<file path="src/rtl/split_combiner.sv">
// split_combiner: two-stage AND/priority-encode pipeline over split results, with per-batch
// satisfying/total counters and a drain/report handshake at each batch boundary.
module split_combiner #(
  parameter int NUM_SPLITS = 8,
  parameter int CNT_W      = 16,
  parameter int IDX_W      = $clog2(NUM_SPLITS)
) (
  input  logic                  clk,
  input  logic                  rst_n,
  input  logic                  clear,
  input  logic                  in_valid,
  output logic                  in_ready,
  input  logic [NUM_SPLITS-1:0] split_x,
  input  logic                  in_last,
  output logic                  out_valid,
  input  logic                  out_ready,
  output logic                  out_sat,
  output logic [IDX_W-1:0]      out_fail_idx,
  output logic                  out_last,
  output logic [CNT_W-1:0]      run_sat,
  output logic [CNT_W-1:0]      run_total,
  output logic [CNT_W-1:0]      batch_sat,
  output logic [CNT_W-1:0]      batch_total,
  output logic                  batch_done
);
  typedef enum logic [1:0] {ACCUM, DRAIN, REPORT} state_t;
  state_t state, state_nxt;
  logic                  s1_valid, s1_last, s1_load, s2_load, accept, out_hs;
  logic [NUM_SPLITS-1:0] s1_x;
  logic [IDX_W-1:0]      idx;
  assign s2_load    = !out_valid || out_ready;
  assign s1_load    = !s1_valid || s2_load;
  assign in_ready   = state == ACCUM && s1_load && !clear;
  assign accept     = in_valid && in_ready;
  assign out_hs     = out_valid && out_ready;
  assign batch_done = state == REPORT && !clear;
  // scanning downward lets the lowest failing bit win
  always_comb begin
    idx = '0;
    for (int i = NUM_SPLITS - 1; i >= 0; i--)
      if (!s1_x[i]) idx = IDX_W'(i);
  end
  always_comb begin
    state_nxt = state;
    case (state)
      ACCUM:   state_nxt = accept && in_last ? DRAIN : ACCUM;
      DRAIN:   state_nxt = out_hs && out_last ? REPORT : DRAIN;
      default: state_nxt = ACCUM;
    endcase
    if (clear) state_nxt = ACCUM;
  end
  always_ff @(posedge clk or negedge rst_n)
    if (!rst_n) state <= ACCUM;
    else state <= state_nxt;
  always_ff @(posedge clk or negedge rst_n)
    if (!rst_n) begin
      s1_valid     <= 1'b0;
      s1_x         <= '0;
      s1_last      <= 1'b0;
      out_valid    <= 1'b0;
      out_sat      <= 1'b0;
      out_fail_idx <= '0;
      out_last     <= 1'b0;
      run_sat      <= '0;
      run_total    <= '0;
      batch_sat    <= '0;
      batch_total  <= '0;
    end else if (clear) begin
      s1_valid  <= 1'b0;
      out_valid <= 1'b0;
      run_sat   <= '0;
      run_total <= '0;
    end else begin
      if (s1_load) begin
        s1_valid <= accept;
        if (accept) begin
          s1_x    <= split_x;
          s1_last <= in_last;
        end
      end
      if (s2_load) begin
        out_valid <= s1_valid;
        if (s1_valid) begin
          out_sat      <= &s1_x;
          out_fail_idx <= idx;
          out_last     <= s1_last;
        end
      end
      if (state == REPORT) begin
        batch_sat   <= run_sat;
        batch_total <= run_total;
        run_sat     <= '0;
        run_total   <= '0;
      end else if (out_hs) begin
        run_total <= run_total + CNT_W'(run_total != '1);
        if (out_sat) run_sat <= run_sat + CNT_W'(run_sat != '1);
      end
    end
endmodule
</file>
<file path="config.mk">
export PLATFORM = sky130hd
export DESIGN_NAME = split_combiner
export DESIGN_NICKNAME = d
export VERILOG_FILES = /design/src/rtl/split_combiner.sv
export SDC_FILE = /design/constraint.sdc
export NUM_CORES = 1
export LEC_CHECK = 0
export ABC_AREA = 1
export CELL_PAD_IN_SITES_DETAIL_PLACEMENT = 2
export CELL_PAD_IN_SITES_GLOBAL_PLACEMENT = 2
export CORE_MARGIN = 1.5
export CORE_UTILIZATION = 30
export CTS_BUF_LIST = sky130_fd_sc_hd__clkbuf_8
export DETAILED_ROUTE_END_ITERATION = 8
export PLACE_DENSITY = 0.85
export REMOVE_ABC_BUFFERS = 1
export SYNTH_ARGS = -nofsm -noshare
export SYNTH_HDL_FRONTEND = slang
export SYNTH_SLANG_ARGS = --single-unit
</file>
<file path="constraint.sdc">
create_clock -name clk -period 2.07 [get_ports clk]
set_clock_uncertainty 0.2 [all_clocks]
set_input_delay 0.3105 -clock clk [delete_from_list [all_inputs] [get_ports clk]]
set_output_delay 0.3105 -clock clk [all_outputs]
set_load 0.01 [all_outputs]
</file>
======== Word-level counts from Yosys, hierarchy flattened ========
Cells that the tools add are included.
cells by class
  reduce and logical (&&, ||, !) cells .... 22
  bitwise gates (word level) .............. 1
  muxes and demuxes ....................... 23
  eq/ne operators ......................... 4
  add/subtract/negate cells ............... 2
operator list
  kind                  number
  $mux 16               7
  $add 16x1->16         2
  $ne 16x16->1 const B  2
  $mux 3                8
  $reduce_and 8->1      1
  $logic_and 1x1->1     7
  $reduce_and 3->1      2
  $reduce_bool 3->1     2
  $mux 1                5
  $mux 2                2
  $pmux 2 s2            1
  $reduce_and 2->1      2
  $reduce_bool 2->1     2
  $logic_not 1->1       3
  $eq 2x1->1 const B    1
  $eq 2x2->1 const B    1
  $logic_not 2->1       1
  $logic_or 1x1->1      2
  $not 1->1             1
word-level totals
  input port bits ......................... 14
  logic and storage cells ................. 64
  output and inout port bits .............. 72
  flip-flop bits (word level) ............. 82

======== Logic depth before layout (Yosys ltp) ========
Gate-level depths: netlist of run 1.
  depth in word-level cells ............... 10
  depth in mapped cells ................... 13
  gate-level depth less buffers ........... 13

======== Worst setup path after synthesis of run 1 ========
Ideal clock, no wire load.
  path kind ............................... reg2reg
  start ................................... register run_sat[1]
  end ..................................... register run_sat[15]
  period minus slack after synthesis ...... 1.923 ns
  required time ........................... 1.751 ns
  data arrival time ....................... 1.604 ns
  slack ................................... 0.147 ns
  stages on the path, launching flop included .. 11
  path through ............................ dfrtp_1 > inv_1 > nor4_1 > nand4_1 > ha_1 > nand3_1 > nor2_1 > nand2_2 > clkinv_1 > a21oi_1 > nor2_1
between the ends
  longest elaborated chain between the ends .. 6
ends and longest elaborated chain
  what                      line  source
  start: declaration        20    output logic [CNT_W-1:0] run_sat,
  start signal: assignment  96    if (out_sat) run_sat <= run_sat + CNT_W'(run_sat != '1);
  $ne 16x16->1              96
  $add 16x1->16 *           96
  $mux 16 *                 96
  $mux 16 *                 94    end else if (out_hs) begin
  $mux 16 *                 89    if (state == REPORT) begin
  $mux 16 *                 68    end else if (clear) begin
Mark *: on every way between the ends. The rest lies on a longest branch, timed or not. The select of a mux whose other input is x is not followed.
A chain may end at the register's enable or synchronous reset.

======== Final worst setup path of run 1 ========
  start ................................... register run_sat[1]
  end ..................................... register run_sat[6]
Same word-level chain as after synthesis.

==> results of run 1 <==
kinds of logic (layout without fill, tap and decap cells):
kind of cell / after synthesis / in the layout
DFF: 82 / 82
buffers and inverters: 62 / 213
AOI/OAI and AO/OA: 57 / 57
and+or+nand+nor: 287 / 287
adders and majority gates: 4 / 4
layout make-up:
cell class | instances | area (µm²)
repair buffers | 150 | 1380
clock buffers | 10 | 138
flip-flops and latches | 82 | 2050
multi-input cells | 348 | 1760
clock inverters | 2 | 8.76
well taps | 172 | 215
fillers | 1426 | 6880
inverters | 51 | 194
layout by cell type, fill, tap and decap left out, types with 3 or more instances in the layout:
| cell type | count |
|---|---|
| inv_2 | 6 |
| inv_1 | 45 |
| nand2_4 | 3 |
| clkdlybuf4s50_1 | 82 |
| clkbuf_8 | 10 |
| nor2_2 | 6 |
| nand2_1 | 165 |
| nor3_1 | 3 |
| buf_4 | 61 |
| nand2_2 | 17 |
| nor2_1 | 40 |
| nand4_1 | 11 |
| nand3_2 | 5 |
| a21oi_1 | 18 |
| o21ai_1 | 5 |
| nand3_1 | 19 |
| nor2_4 | 10 |
| buf_12 | 3 |
| o21ai_0 | 28 |
| dfrtp_1 | 82 |
worst min path at each step:
stage           from         endpoint  slack [ns]  cells after the start
2_1_floorplan  rst_n     batch_sat[0]       -0.19                      0
3_3_place_gp   rst_n  batch_total[14]        0.06                      1
3_5_place_dp   rst_n  batch_total[14]        0.07                      1
4_1_cts        rst_n  batch_total[14]        0.21                      2
5_1_grt        rst_n  batch_total[14]        0.25                      2
6_report       rst_n  batch_total[14]        0.20                      2
metal layers:
metal | GRT usage [%] | share of wire [%] | vias up
li1 | - | - | 1845
met1 | 26.5 | 41 | 2056
met2 | 41.6 | 53 | 79
met3 | 3.06 | 2.8 | 32
met4 | 7.95 | 2.7 | 0
met5 | 0 | 0 | -
what timing repair did:
item | CTS | global route
setup endpoints to repair | 12 | 26
hold buffers | 1 | 0
buffers inserted | 2 | 4
pin swaps | 5 | 13
hold endpoints to repair | 25 | 0
gates resized for setup | 16 | 47
where the power goes:
part / total, W / internal (W) / switching, W
clock network: 0.00102 / 0.000437 / 0.000584
registers: 0.00172 / 0.00167 / 0.0000563
logic: 0.000352 / 0.000157 / 0.000195
total: 0.00309 / 0.00226 / 0.000835
stage by stage:
step | std cells | hold slack (ns) | TNS (ns) | setup slack, ns
after detailed placement | 796 | 0.0666 | -1.34 | -0.166
final | 815 | 0.202 | -0.230 | -0.0514
after CTS | 811 | 0.208 | 0 | 0.000618
after global placement | 796 | 0.0574 | -0.0957 | -0.0946
after global routing | 815 | 0.246 | -1.50 | -0.183
after floorplan | 481 | -0.185 | 0 | 0.147
flip-flops by register name (all words and copies together), names as in the netlist:
signal	flops
batch_sat	16
batch_total	16
run_sat	16
run_total	16
s1_x	8
out_fail_idx	3
state	2
out_last	1
out_sat	1
out_valid	1
s1_last	1
s1_valid	1
==> run_results.csv, run 1 <==
group,metric,value,unit
worst_setup_path,cp_slowest_cell,"dfrtp_1",
worst_setup_path,cp_max_fo,3,
yosys,synth_largest_area_cell,"dfrtp_1",
grt,gr-usage-all-layers,22.4,%
worst_setup_path,cp-startpoint,"run_sat[1]",
worst_setup_path,crit_chain,"inv_2 > nor4_4 > nand4_1 > ha_2 > nand2_1 > inv_1 > nand2_2 > nor2_2 > nand2_1 > nand2_1 > nor2_1",
final_layout,area_growth,48.3,%
grt,grt_max_degree,41,
floorplanning,core_area,12600,µm²
yosys,synth_seq_area_share,53.0,%
yosys,synth_top_family_by_area,"simple AND/OR/NAND/NOR gates",
yosys,synth-adder-area-share,1.29,%
placed_design,port-buffer-count,85,
yosys,synth_top_area_share,53.0,%
yosys,synthFlopType,"dfrtp_1",
sta,grt_setup_unrepaired,"true",
yosys,synth-simple-area-share,31.9,%
worst_setup_path,required,2.15,ns
final_layout,fin_util,45.5,%
yosys,synthTopCellsByArea,"dfrtp_1 (53%), nand2_1 (18%), nor2_1 (4.8%), inv_1 (4.5%), o21ai_0 (4.1%)",
sta,finalSetupViolCount,6,
outcome,violations,"setup timing",
routing,viasPerCell,4.92,
worst_setup_path,endpoint,"run_sat[6]",
worst_setup_path,reg2regPathDepth,11,
yosys,synthXorXnorAreaFrac,0,%
floorplanning,dieWidth,117,µm
sta,final.setup.worst_slack,-0.0514,ns
yosys,synth_area,3870,µm²
routing,first_pass_iters,4,
grt,grt_pass1_vias,4418,
floorplanning,std_cell_rows,41,
yosys,synth_edf_count,0,
final_layout,antenna_cells,0,
worst_setup_path,cp-start-kind,"flip-flop",
worst_setup_path,cp_top_family,"simple AND/OR/NAND/NOR gates",
worst_setup_path,path_common_cell,"nand2_1",
yosys,synth_cells,492,
pwr,vdd_drop_max,0.223,mV
yosys,synth.avg_cell_area,7.87,µm²
clock_network,cts-root-buf,"clkbuf_8",
final_layout,nets,660,
routing,drc,0,
final_layout,drive_gt1_share,21.3,%
sta,slew_headroom,67.8,%
pwr,power.total,0.00309,W
hold_path,holdCritPathClass,"input pin to async pin",
worst_setup_path,path_class,"flip-flop to flip-flop",
routing,ant_nets,0,
worst_setup_path,critPathBufInv,2,
grt,overflow,0,
routing,vias,4012,
worst_setup_path,timing.rr.end,"run_sat[6]",
routing,dr.first_iter.drc_count,136,
floorplanning,design.die.area,13600,µm²
routing,wl_per_cell,19.4,µm
yosys,synthMuxAreaShare,0,%
clock_network,clk_pin_slew,0.08,ns
worst_setup_path,end_kind,"flip-flop",
yosys,synth_compound_area_share,7.43,%
placed_design,place.gp.congestion,0.771,
yosys,ys_top_cells_by_count,"nand2_1 (181), dfrtp_1 (82), nor2_1 (50)",
sta,final-hold-violation-count,0,
worst_setup_path,r2r-start,"run_sat[1]",
sta,timing.fmax,471,MHz
floorplanning,io_pins,86,
yosys,ys_ff_latch,82,
outcome,status,"finished, violations left",
placed_design,dpl_cell_area,5340,µm²
worst_setup_path,crit_arrival,2.20,ns
sta,report.final.slew_viol_count,0,
worst_setup_path,path_depth,11,
yosys,ys_types,29,
floorplanning,dieHeight,117,µm
clock_network,cts.path.max_buffers,2,
grt,grt_pass1_wl,23100,µm
sta,period_share,102,%
pwr,power_density,539,nW/µm²
clock_network,cts_buffers,9,
worst_setup_path,crit_path_max_incr_delay,0.38,ns
yosys,synth.most_common_cell,"nand2_1",
run,maxCapViolations,0,
yosys,async_reset_ff_share,100,%
yosys,ys_warn_count,0,
grt,grt_antenna_before_repair,0,
final_layout,fin_area,5740,µm²
sta,max_slew.worst_pin.slew,0.482,ns
sta,period_needed,2.12,ns
placed_design,place_hpwl,10600,µm
floorplanning,start_util,30.7,%
clock_network,clk_latency,0.37,ns
clock_network,h-tree-depth,3,
clock_network,cts_sinks,82,
pwr,leakagePower,2.74,nW
routing,drt-total-wl,15800,µm
worst_setup_path,regToRegSetupSlack,-0.05,ns
clock_network,cts_tree,"yes",
Note: power is estimated with default switching activity, not from simulation.
==> inputs of run 2 (changes only) <==
Settings changed: ABC_AREA 1 to 0, CORE_UTILIZATION 30 to 33, SKIP_LAST_GASP set to 1.
==> run 2 against run 1 <==
Net effect: the run still ends with setup timing left; register-to-register slack got worse by 0.42 ns; power increased by 2.0%; sequential power about the same; sequential share of layout area increased by 0.87 points; first-iteration DRC count decreased by 32%.
==> run_results.csv, run 2 <==
group,metric,value,unit
clock_network,cts.path.max_buffers,2,
floorplanning,dieHeight,108,µm
yosys,synth_area,3610,µm²
yosys,ys_warn_count,0,
yosys,ys_types,35,
routing,wl_per_cell,24.8,µm
worst_setup_path,regToRegSetupSlack,-0.47,ns
yosys,synth_top_area_share,56.8,%
outcome,status,"finished, violations left",
sta,slew_headroom,64.2,%
clock_network,clk_pin_slew,0.09,ns
grt,grt_antenna_before_repair,0,
grt,grt_max_degree,83,
yosys,synth_largest_area_cell,"dfrtp_1",
grt,overflow,0,
worst_setup_path,end_kind,"flip-flop",
worst_setup_path,required,2.12,ns
worst_setup_path,r2r-start,"run_sat[8]",
worst_setup_path,reg2regPathDepth,9,
yosys,synth.most_common_cell,"dfrtp_1",
worst_setup_path,path_class,"flip-flop to flip-flop",
worst_setup_path,endpoint,"run_sat[9]",
sta,max_slew.worst_pin.slew,0.532,ns
pwr,leakagePower,2.54,nW
placed_design,place_hpwl,7860,µm
routing,first_pass_iters,4,
final_layout,area_growth,55.3,%
worst_setup_path,cp-startpoint,"run_sat[8]",
floorplanning,io_pins,86,
clock_network,clk_latency,0.38,ns
sta,grt_setup_unrepaired,"true",
yosys,async_reset_ff_share,100,%
placed_design,port-buffer-count,85,
routing,dr.first_iter.drc_count,92,
worst_setup_path,critPathBufInv,1,
grt,grt_pass1_vias,3601,
floorplanning,design.die.area,11600,µm²
yosys,ys_ff_latch,82,
floorplanning,start_util,33.6,%
clock_network,cts_sinks,82,
sta,report.final.slew_viol_count,0,
pwr,vdd_drop_max,0.323,mV
sta,finalSetupViolCount,25,
clock_network,h-tree-depth,3,
final_layout,layout.cells.non_filler,605,
placed_design,place_inst,575,
routing,vias,3213,
yosys,ys_top_cells_by_count,"dfrtp_1 (82), mux2_2 (42), nor2_1 (22)",
placed_design,dpl_cell_area,5020,µm²
yosys,synthFlopType,"dfrtp_1",
outcome,violations,"setup timing",
grt,gr-usage-all-layers,22.5,%
floorplanning,dieWidth,108,µm
placed_design,dp_slack,-0.461,ns
worst_setup_path,crit_path_max_incr_delay,0.59,ns
clock_network,cts_tree,"yes",
clock_network,cts_buffers,9,
hold_path,holdCritPathClass,"input pin to async pin",
worst_setup_path,timing.rr.end,"run_sat[9]",
yosys,synth_edf_count,0,
sta,tns,-6.29,ns
routing,drt-total-wl,15000,µm
sta,timing.fmax,394,MHz
worst_setup_path,path_depth,9,
final_layout,antenna_cells,0,
routing,drc,0,
worst_setup_path,cp_max_fo,3,
run,maxCapViolations,0,
routing,viasPerCell,5.31,
yosys,synth.avg_cell_area,11.7,µm²
final_layout,mostFrequentLayoutCells,"dfrtp_1 (82), clkdlybuf4s50_1 (77), buf_4 (61)",
worst_setup_path,crit_arrival,2.59,ns
floorplanning,core_area,10700,µm²
floorplanning,std_cell_rows,38,
grt,grt_pass1_wl,19600,µm
final_layout,final_common_cell,"dfrtp_1",
worst_setup_path,cp_slowest_cell,"or4_4",
worst_setup_path,cp_top_family,"simple AND/OR/NAND/NOR gates",
final_layout,drive_gt1_share,37.6,%
clock_network,cts-root-buf,"clkbuf_8",
sta,final.setup.worst_slack,-0.470,ns
sta,final-hold-violation-count,0,
worst_setup_path,cp-start-kind,"flip-flop",
yosys,synth_cells,308,
final_layout,nets,478,
pwr,power_density,563,nW/µm²
yosys,synthTopCellsByArea,"dfrtp_1 (57%), mux2_2 (13%), xnor2_1 (2.4%), nor2_1 (2.3%), or3_1 (2.3%)",
sta,period_needed,2.54,ns
final_layout,fin_area,5610,µm²
worst_setup_path,crit_chain,"and4_1 > nand3_2 > or4_4 > ha_2 > nand4_1 > buf_4 > nor4_1 > xnor2_1 > nor2_1",
placed_design,place.gp.congestion,0.733,
yosys,synth_seq_area_share,56.8,%
sta,period_share,123,%
routing,ant_nets,0,
run 2: cell types whose count changed after synthesis, moves of 5 or more:
cell      previous run  this run
xor2_1               0         7
nor2_1              50        22
nand2_1            181        17
inv_1               46         6
mux2_2               0        42
nand3_1             22        13
o21ai_0             32        14
nand2b_1             0         6
or3_1                0        13
a21oi_1             20        14
xnor2_1              0        10
and3_1               0         5
run 2: how the worst min path moves through the flow:
| stage | slack (ns) | cells after the start | endpoint | start |
|---|---|---|---|---|
| after CTS | 0.32 | 1 | batch_sat[11] | batch_sat[11] |
| after global placement | 0.17 | 2 | batch_total[3] | rst_n |
| final | 0.31 | 3 | s1_last | rst_n |
| after global routing | 0.33 | 1 | batch_sat[11] | batch_sat[11] |
| after detailed placement | 0.18 | 2 | batch_total[3] | rst_n |
| after floorplan | -0.19 | 0 | batch_sat[0] | rst_n |
run 2: per-stage QoR:
stage | util (%) | power, W | hold WS, ns
floorplan | - | 0.00183 | -0.185
global placement | 46.7 | 0.00199 | 0.173
detailed placement | 46.7 | 0.00201 | 0.185
CTS | 49.9 | 0.00310 | 0.317
global route | 52.2 | 0.00325 | 0.331
finish | 52.2 | 0.00315 | 0.312
run 2: cell families (layout without fill, tap and decap cells):
group                    Yosys count  in the layout  share of synthesized area (%)
AND/OR/NAND/NOR                  107            107                           16.1
flip-flops                        82             82                           56.8
multiplexers                      44             44                           13.7
AO/OA/AOI/OAI                     37             37                           6.03
XOR/XNOR                          17             17                           4.12
buffers and inverters             17            174                           1.87
adder cells (fa/ha/maj)            4              4                           1.39
run 2: layer usage:
layer / track usage [%] / wire length (µm)
met4: 10.9 / 645
met1: 26.2 / 6000
met2: 40.0 / 7930
met3: 3.57 / 422
met5: 0 / 0
run 2: worst min-delay path, stage by stage:
cell	delay (ns)
dlygate4sd3_1	0.52
buf_4	0.11
buf_12	0.36
run 2: final cells by class:
cell class                 instances  area, µm²
timing repair buffer             152       1400
sequential                        82       2050
tap                              140        175
multi-input combinational        209       1780
inverter                           6       22.5
fill                            1076       5140
clock buffer                      11        151
clock inverter                     5       28.8
run 2: what timing repair did:
action | CTS | global route
setup buffers | 9 | 4
endpoints found under the hold margin | 82 | 0
hold buffers | 1 | 0
pin swaps | 13 | 21
endpoints found under the setup margin | 42 | 44
resized for setup | 29 | 48
run 2: report_power, final:
group          total, W  internal (W)  switching, W
registers       0.00172       0.00166     0.0000613
logic          0.000278      0.000141      0.000137
clock network   0.00116      0.000497      0.000661
total           0.00315       0.00229      0.000859
==> inputs of run 3 (changes only) <==
Settings changed: HOLD_SLACK_MARGIN set to 0.05.
==> results of run 3 <==
Same layout as run 2: the final DEF is identical, and so are final timing and power.
